**src/rtl/v_upd_sched_pkg.sv**
```systemverilog
// Shared types for the update scheduler: command field types, default requester count,
// and the packed command record used for queue storage and the issue registers.
package v_upd_sched_pkg;

  typedef logic [7:0]  id_t;
  typedef logic [1:0]  cmd_t;
  typedef logic [15:0] key_t;
  typedef logic [7:0]  size_t;

  localparam int unsigned UPD_REQ_N = 4;

  typedef struct packed {
    id_t   prod_id;
    cmd_t  cmd;
    key_t  key;
    size_t size;
  } upd_cmd_t;

endpackage

```
**src/rtl/v_upd_sched_rr.sv**
```systemverilog
// Round-robin arbiter with its own priority pointer.
// Ports:
//   clk, rst_n  clock, synchronous active-low reset (pointer -> 0)
//   i_req       per-requester request mask
//   i_adv       allow the pointer to move past the winner this cycle
//   o_gnt       one-hot grant, search starts at the pointer
module v_upd_sched_rr #(
  parameter int unsigned REQ_N = 4
) (
  input  logic             clk,
  input  logic             rst_n,
  input  logic [REQ_N-1:0] i_req,
  input  logic             i_adv,
  output logic [REQ_N-1:0] o_gnt
);

  localparam int unsigned PtrW = (REQ_N > 1) ? $clog2(REQ_N) : 1;

  logic [PtrW-1:0] ptr_q, ptr_d, gnt_idx;
  logic            found;

  always_comb begin
    int unsigned idx;
    idx     = 0;
    o_gnt   = '0;
    gnt_idx = '0;
    found   = 1'b0;
    for (int unsigned off = 0; off < REQ_N; off++) begin
      idx = (32'(ptr_q) + off) % REQ_N;
      if (!found && i_req[idx[PtrW-1:0]]) begin
        found                   = 1'b1;
        gnt_idx                 = idx[PtrW-1:0];
        o_gnt[idx[PtrW-1:0]]    = 1'b1;
      end
    end
  end

  // Only an actual winner moves priority; masked requesters keep their place.
  always_comb begin
    ptr_d = ptr_q;
    if (i_adv && found) begin
      if (gnt_idx == PtrW'(REQ_N - 1)) ptr_d = '0;
      else                             ptr_d = gnt_idx + 1'b1;
    end
  end

  always_ff @(posedge clk) begin
    if (!rst_n) ptr_q <= '0;
    else        ptr_q <= ptr_d;
  end

endmodule

```
**src/rtl/v_upd_sched.sv**
```systemverilog
// Update scheduler: per-requester FIFO queues, round-robin selection and a registered
// issue stage feeding the update pipeline (no backpressure). A head whose prod_id matches
// the update issued last cycle is masked, since the pipe cannot take the same id twice in a row.
// Ports:
//   clk, rst_n          clock, synchronous active-low reset
//   i_en                issue enable (queues still accept when low)
//   i_req_vld/o_req_rdy per-requester handshake; rdy is ~full from the registered count
//   i_req_*             per-requester command payload
//   o_upd_vld_r, o_upd_*_r  registered issue to the pipe; payload holds when vld drops
//   o_idle              all queues empty and nothing presented
//   o_haz_stall_r       a non-empty head was hazard-masked last cycle
module v_upd_sched
  import v_upd_sched_pkg::*;
#(
  parameter int unsigned REQ_N  = UPD_REQ_N,
  parameter int unsigned QDEPTH = 2
) (
  input  logic                    clk,
  input  logic                    rst_n,
  input  logic                    i_en,
  input  logic       [REQ_N-1:0]  i_req_vld,
  output logic       [REQ_N-1:0]  o_req_rdy,
  input  id_t        [REQ_N-1:0]  i_req_prod_id,
  input  cmd_t       [REQ_N-1:0]  i_req_cmd,
  input  key_t       [REQ_N-1:0]  i_req_key,
  input  size_t      [REQ_N-1:0]  i_req_size,
  output logic                    o_upd_vld_r,
  output id_t                     o_upd_prod_id_r,
  output cmd_t                    o_upd_cmd_r,
  output key_t                    o_upd_key_r,
  output size_t                   o_upd_size_r,
  output logic                    o_idle,
  output logic                    o_haz_stall_r
);

  localparam int unsigned AW = (QDEPTH > 1) ? $clog2(QDEPTH) : 1;

  logic     [REQ_N-1:0] nonempty, push, haz, cand, gnt;
  upd_cmd_t [REQ_N-1:0] head;
  upd_cmd_t             upd_q, upd_sel;
  logic                 upd_vld_q, haz_stall_q;

  for (genvar i = 0; i < REQ_N; i++) begin : g_q
    upd_cmd_t      mem_q [QDEPTH];
    logic [AW-1:0] wr_ptr_q, rd_ptr_q;
    logic [AW:0]   cnt_q;

    assign o_req_rdy[i] = (cnt_q != (AW+1)'(QDEPTH));
    assign nonempty[i]  = (cnt_q != '0);
    assign push[i]      = i_req_vld[i] & o_req_rdy[i];
    assign head[i]      = mem_q[rd_ptr_q];
    assign haz[i]       = upd_vld_q & (mem_q[rd_ptr_q].prod_id == upd_q.prod_id);

    // Storage needs no reset; occupancy is tracked by cnt_q.
    always_ff @(posedge clk) begin
      if (push[i]) begin
        mem_q[wr_ptr_q] <= '{prod_id: i_req_prod_id[i], cmd: i_req_cmd[i],
                             key: i_req_key[i], size: i_req_size[i]};
      end
    end

    // Pointers wrap naturally because QDEPTH is a power of two.
    always_ff @(posedge clk) begin
      if (!rst_n) begin
        wr_ptr_q <= '0;
        rd_ptr_q <= '0;
        cnt_q    <= '0;
      end else begin
        if (push[i]) wr_ptr_q <= wr_ptr_q + 1'b1;
        if (gnt[i])  rd_ptr_q <= rd_ptr_q + 1'b1;
        case ({push[i], gnt[i]})
          2'b10:   cnt_q <= cnt_q + 1'b1;
          2'b01:   cnt_q <= cnt_q - 1'b1;
          default: cnt_q <= cnt_q;
        endcase
      end
    end
  end

  assign cand = nonempty & ~haz & {REQ_N{i_en}};

  v_upd_sched_rr #(
    .REQ_N(REQ_N)
  ) u_rr (
    .clk   (clk),
    .rst_n (rst_n),
    .i_req (cand),
    .i_adv (i_en),
    .o_gnt (gnt)
  );

  always_comb begin
    upd_sel = '0;
    for (int i = 0; i < REQ_N; i++) begin
      if (gnt[i]) upd_sel = head[i];
    end
  end

  always_ff @(posedge clk) begin
    if (!rst_n) begin
      upd_vld_q   <= 1'b0;
      upd_q       <= '0;
      haz_stall_q <= 1'b0;
    end else begin
      upd_vld_q   <= |gnt;
      if (|gnt) upd_q <= upd_sel;
      haz_stall_q <= i_en & (|(nonempty & haz));
    end
  end

  assign o_upd_vld_r     = upd_vld_q;
  assign o_upd_prod_id_r = upd_q.prod_id;
  assign o_upd_cmd_r     = upd_q.cmd;
  assign o_upd_key_r     = upd_q.key;
  assign o_upd_size_r    = upd_q.size;
  assign o_haz_stall_r   = haz_stall_q;
  assign o_idle          = ~(|nonempty) & ~upd_vld_q;

endmodule

```
**config.mk**
```make
export PLATFORM = sky130hd
export DESIGN_NAME = v_upd_sched
export DESIGN_NICKNAME = d
export VERILOG_FILES = /design/src/rtl/v_upd_sched_pkg.sv /design/src/rtl/v_upd_sched_rr.sv /design/src/rtl/v_upd_sched.sv
export SDC_FILE = /design/constraint.sdc
export NUM_CORES = 1
export LEC_CHECK = 0
export CORE_ASPECT_RATIO = 0.5
export CORE_UTILIZATION = 60
export CTS_BUF_LIST = sky130_fd_sc_hd__clkbuf_4 sky130_fd_sc_hd__clkbuf_8
export CTS_CLUSTER_SIZE = 25
export DETAILED_ROUTE_END_ITERATION = 7
export DONT_BUFFER_PORTS = 1
export HOLD_SLACK_MARGIN = 0.06
export PLACE_DENSITY = 0.85
export SYNTH_ARGS = -nofsm -noshare
export SYNTH_HDL_FRONTEND = slang
export SYNTH_SLANG_ARGS = --single-unit
```
**constraint.sdc**
```tcl
create_clock -name clk -period 8.05 [get_ports clk]
set_clock_uncertainty 0.2 [all_clocks]
set_input_delay 0 -clock clk [delete_from_list [all_inputs] [get_ports clk]]
set_output_delay 0 -clock clk [all_outputs]
set_load 0.02 [all_outputs]
```
==> results of run 1 <==
logic make-up after synthesis:
family                     after synthesis  share of synthesized area
DFF                                    330                     0.6646
muxes                                  142                     0.1055
and+or+nand+nor                        202                    0.07354
adders and majority gates               11                   0.009806
buffers and inverters                   72                    0.02478
xor gates and xnor gates                41                    0.02558
AOI/OAI and AO/OA                      197                    0.09610
per-stage QoR:
stage               hold slack, ps  utilization
floorplan                   -101.1            -
detailed placement          -101.1       0.6230
global placement            -101.1       0.6230
cell usage after synthesis, drive strengths merged (7+ instances only):
master,number
a21boi,34
a21oi,45
and2,19
buf,25
clkbuf,38
dfxtp,58
edfxtp,272
ha,11
inv,9
mux2,29
mux2i,112
nand2,49
nand3,34
nor2,58
nor3,11
nor4,8
o211ai,7
o21ai,48
o311ai,25
xnor2,39
==> results.md, run 1 <==
- Status: did not finish
- Last stage reached: 4_1_cts
- Err: [ERROR RSZ-0060] Max buffer count reached.
- Die W: 218.3 um
- Number of synthesis warnings: 0
- Post-CTS Setup Bufs: 0
- Row count: 39
- Top cells by area, synth: edfxtp_1, dfxtp_1, mux2i_1
- Post-Syn Area: between 0.01 and 0.015 mm2
- CTS max path bufs: 3
- Synthesized instance count: 995
- Final RePlAce weighted congestion: 0.8363
- Share of the synthesized area in the top cell type: 0.5819
- EDFF count, synth: 272
- I/O pin count: approximately 180
- Register area share after synthesis: 0.6646
- Ys async rst share: 0
- CTS Buf Count: 45
- CTS Sinks: 330
- Mean Syn Cell Area: 14.11 um2
- Top_reg_cell synth: edfxtp_1
- Hold buffers post-CTS: around 270
- Pre-CTS setup slack: 2752 ps
- CTS resizes: 0
- Yosys top cell by area: edfxtp_1
- DP Wirelength: 21210 um
- CTS root buffer: clkbuf_8
- Post-Place Cells: 1252
- Post-synth cell types: 63
- Die Span Y: 110.2 um
- Port Buffer Count: 0
- Syn_nets: 1149
- Initial Utilization: 0.6133
- Placed Area: 0.01426 mm2
- H-tree depth: 2
- Register bit total from synthesis: 330
==> run 2: changes to the inputs <==
Settings changed: CORE_ASPECT_RATIO 0.5 to not set, CORE_UTILIZATION 60 to 40, CTS_BUF_LIST sky130_fd_sc_hd__clkbuf_4 sky130_fd_sc_hd__clkbuf_8 to not set, CTS_CLUSTER_SIZE 25 to not set, HOLD_SLACK_MARGIN 0.06 to not set, PLACE_DENSITY 0.85 to not set, PLACE_DENSITY_LB_ADDON set to 0.15.
==> run 2 against run 1 <==
  * Synthesized cell count is the same
  * The run now ends clean
  * Synthesized area unchanged
==> results.md, run 2 <==
- Unrepaired setup endpoints after global routing: no
- Post-CTS Setup Bufs: 0 (unchanged)
- Final Slew Violations: 0
- H-tree depth: 2 (unchanged)
- Number of fill cells in the layout: 2956
- Switching Fraction: 0.3797
- Die Span Y: 189.3 um (+72%)
- Grt ovf: 0
- Largest net degree at the start of global routing: 59
- Via count: 9109
- Top-count cell post-synth: edfxtp_1
- Peak supply drop: 0.0002249 V
- Most common cell after layout, fill and taps aside: dlygate4sd3_1
- CTS root buffer: clkbuf_16
- Register bit total from synthesis: 330 (unchanged)
- Post-Place Cells: 1400 (+12%)
- Die ar.: around 0.036 mm2
- Final net count: 1420
- Slew of the pin with the lowest slew margin: about 1100 ps
- Hold Fails Final Rpt: 0
- Max incr delay on CP: 580 ps
- Period minus WS final: approximately 5500 ps
- Top_reg_cell synth: edfxtp_1
- Crit path kind: flip-flop to flip-flop
- Critical Path AT: between 5000 and 6000 ps
- Psw: ~2.4 mW
- Worst Path Max Fanout: 36
- Port Buffer Count: 0 (unchanged)
- DR pass1 iterations: 5
- Most frequent cells in the layout: dlygate4sd3_1, edfxtp_1, mux2i_1, dfxtp_1, nor2_1
- Top cells by area, synth: edfxtp_1, dfxtp_1, mux2i_1
- Max Freq: 182.3 MHz
- Routed WL: 35870 um
- Gr usage total: 0.2018
- Worst Hold Margin: 6.377 ps
- EDFF count, synth: 272 (unchanged)
- Die W: 189.3 um (-13%)
- CTS Buf Count: 37 (-18%)
- Required time worst endpoint: 8290 ps
- Worst r2r dst: g_q[1].cnt_q[0]
- Syn_nets: 1149 (unchanged)
- I/O pin count: 184 (unchanged)
- Comb pwr share: 0.370
- Post-route DRC: 0
- Iter 0 DRT Violations: 539
- Placeable Area: 0.03454 mm2
- Fraction of layout cells with a size suffix above 1: 0.09892
- P&R area growth vs syn: 31.40%
- CP bufs+invs: 4
- DP Wirelength: 23510 um (+11%)
- Insertion delay to the later sink of the worst-skew pair: 550 ps
- Post-synth cell types: 63 (unchanged)
- Crit-path most repeated cell: ha_1
- Row count: 68 (+74%)
- Number of synthesis warnings: 0 (unchanged)
- Finished Cell Area: 0.01844 mm2
- CP Cell Sequence: inv_1 -> ha_1 -> nand2_1 -> a211oi_1 -> a211oi_2 -> o211ai_1 -> o22ai_1 -> buf_4 -> nor2_2 -> inv_2 -> ha_1 -> xnor2_1 -> and2_1 -> dlygate4sd3_1
- Max reg flops: 272
- Most flop-heavy register: g_q.mem_q
- Slowest-stage cell, CP: ha_1
- Pleak: 6.148 nW
- Initial Utilization: 0.4063 (-0.2070)
- Cell-internal power: approximately 3.9 mW
- Worst R2R Setup Slack: 2560 ps
- Area occupied by multi-input gates: 0.004410 mm2
- Post-Syn Area: 0.01404 mm2 (unchanged)
- Final RePlAce weighted congestion: 0.8718 (+4.2%)
- CTS clk-pin slew, worst paths: 70 ps
- Worst Reg-to-Reg Cells: 14
- Hold depth: 5
- Max Cap Violations: 0
- Period utilisation layout: 0.6816
- Slew headroom: 0.2481
- Final Instance Count excl. Fillers: 1751
- Finish-stage setup viols: 0
- Synthesized instance count: 995 (unchanged)
- Vias/cell: 5.202
- Status: complete, no violations
- CTS Sinks: 330 (unchanged)
- Yosys top cell by area: edfxtp_1
- Share of the synthesized area in the top cell type: 0.5819 (unchanged)
- CTS max path bufs: 3 (unchanged)
- FF+latch area: a little over 0.009 mm2
- Pwr dens: ~340 mW/mm2
- Setup tns final: 0 ps
- Wire per inst: 20.49 um
- Mean Syn Cell Area: 14.11 um2 (unchanged)
- Number of global-route vias before repair: 9565
- Reg2Reg Launch Point: u_rr.ptr_q[0]
- Ys async rst share: 0 (unchanged)
- Hold Crit Class: primary input to flip-flop
- Initial antenna violation count: 1
- CP top delay family: buffers and inverters
- CTS tree: built
- Reg power frac: 0.372
- Post-DRT Antenna Nets: 0
- Top cells by count, synth: edfxtp_1, mux2i_1, dfxtp_1
- Register area share after synthesis: 0.6646 (unchanged)
- Placed Area: 0.01444 mm2 (+1.3%)
- First-pass GRT wire length: 54630 um
- Clock network power share: 0.257
- Startpoint types: flip-flop
- Crit end category: flip-flop
- Min-delay src: i_en
==> run 2: cell counts after synthesis <==
No cell type changed its count.
==> run 2: metal layers <==
| metal | track usage | part of all wire |
|---|---|---|
| met4 | 0.07258 | 0.029 |
| met3 | 0.04634 | 0.056 |
| met1 | 0.2287 | 0.39 |
| met2 | 0.3688 | 0.53 |
| met5 | 0 | 0 |
==> run 2: logic make-up (layout without fill, tap and decap cells) <==
logic type / after synthesis / in the layout / synth area share
flip-flops: 330 / 330 / 0.6646
buffers and inverters: 72 / 371 / 0.02478
AND/OR/NAND/NOR: 202 / 202 / 0.07354
multiplexers: 142 / 142 / 0.1055
adder cells (fa/ha/maj): 11 / 11 / 0.009806
XOR/XNOR: 41 / 41 / 0.02558
other: 0 / 2 / 0
AO/OA/AOI/OAI: 197 / 197 / 0.09610
==> run 2: tightest hold or removal path, stage by stage <==
cell     delay [ps]
nand3_1          50
o31a_1          110
o211a_1         270
xnor2_1         110
and2_1          160
==> run 2: area by class of cell <==
cell class,count,area share
Timing Repair Buffer,295,0.1589
Antenna cell,2,0.0002714
Sequential cell,330,0.5060
Tap cell,455,0.03087
Clock inverter,16,0.008752
Inverter,9,0.001832
Multi-Input combinational cell,593,0.2391
Clock buffer,51,0.05421
==> run 2: how the worst max path moves through the flow <==
stage	start	slack (ps)	endpoint	depth (start not counted)
2_1_floorplan	u_rr.ptr_q[0]	3860	g_q[1].cnt_q[1]	16
3_3_place_gp	u_rr.ptr_q[0]	2740	o_upd_key_r[15]	13
3_5_place_dp	flip-flop	2660	o_upd_key_r[15]	14
4_1_cts	u_rr.ptr_q[0]	2590	g_q[1].cnt_q[0]	14
5_1_grt	u_rr.ptr_q[0]	2090	g_q[1].cnt_q[0]	14
6_report	u_rr.ptr_q[0]	2560	g_q[1].cnt_q[0]	14
==> run 2: per-stage QoR <==
| step | utilization | power (mW) | setup slack, ps |
|---|---|---|---|
| final | 0.5339 | 6.315 | 2564 |
| after floorplan | - | 3.951 | 3857 |
| after detailed placement | 0.4181 | 4.608 | 2662 |
| after global placement | 0.4181 | 4.598 | 2741 |
| after global routing | 0.5338 | 6.661 | 2085 |
| after CTS | 0.5338 | 6.373 | 2595 |
==> run 2: power by group through the flow <==
stage	Clock (mW)	Sequential (mW)	Combinational, mW
finish	1.63	2.35	2.34
global route	1.73	2.38	2.56
CTS	1.66	2.35	2.37
detailed placement	0	2.39	2.22
global placement	0	2.38	2.21
floorplan	0	2.29	1.66
==> run 2: timing repair <==
action | CTS | global route
hold endpoints to repair | 568 | 0
gates resized for setup | 0 | 0
hold buffers | 282 | 0
setup endpoints to repair | 0 | 0
No activity file was read; power rests on OpenSTA's default activity.
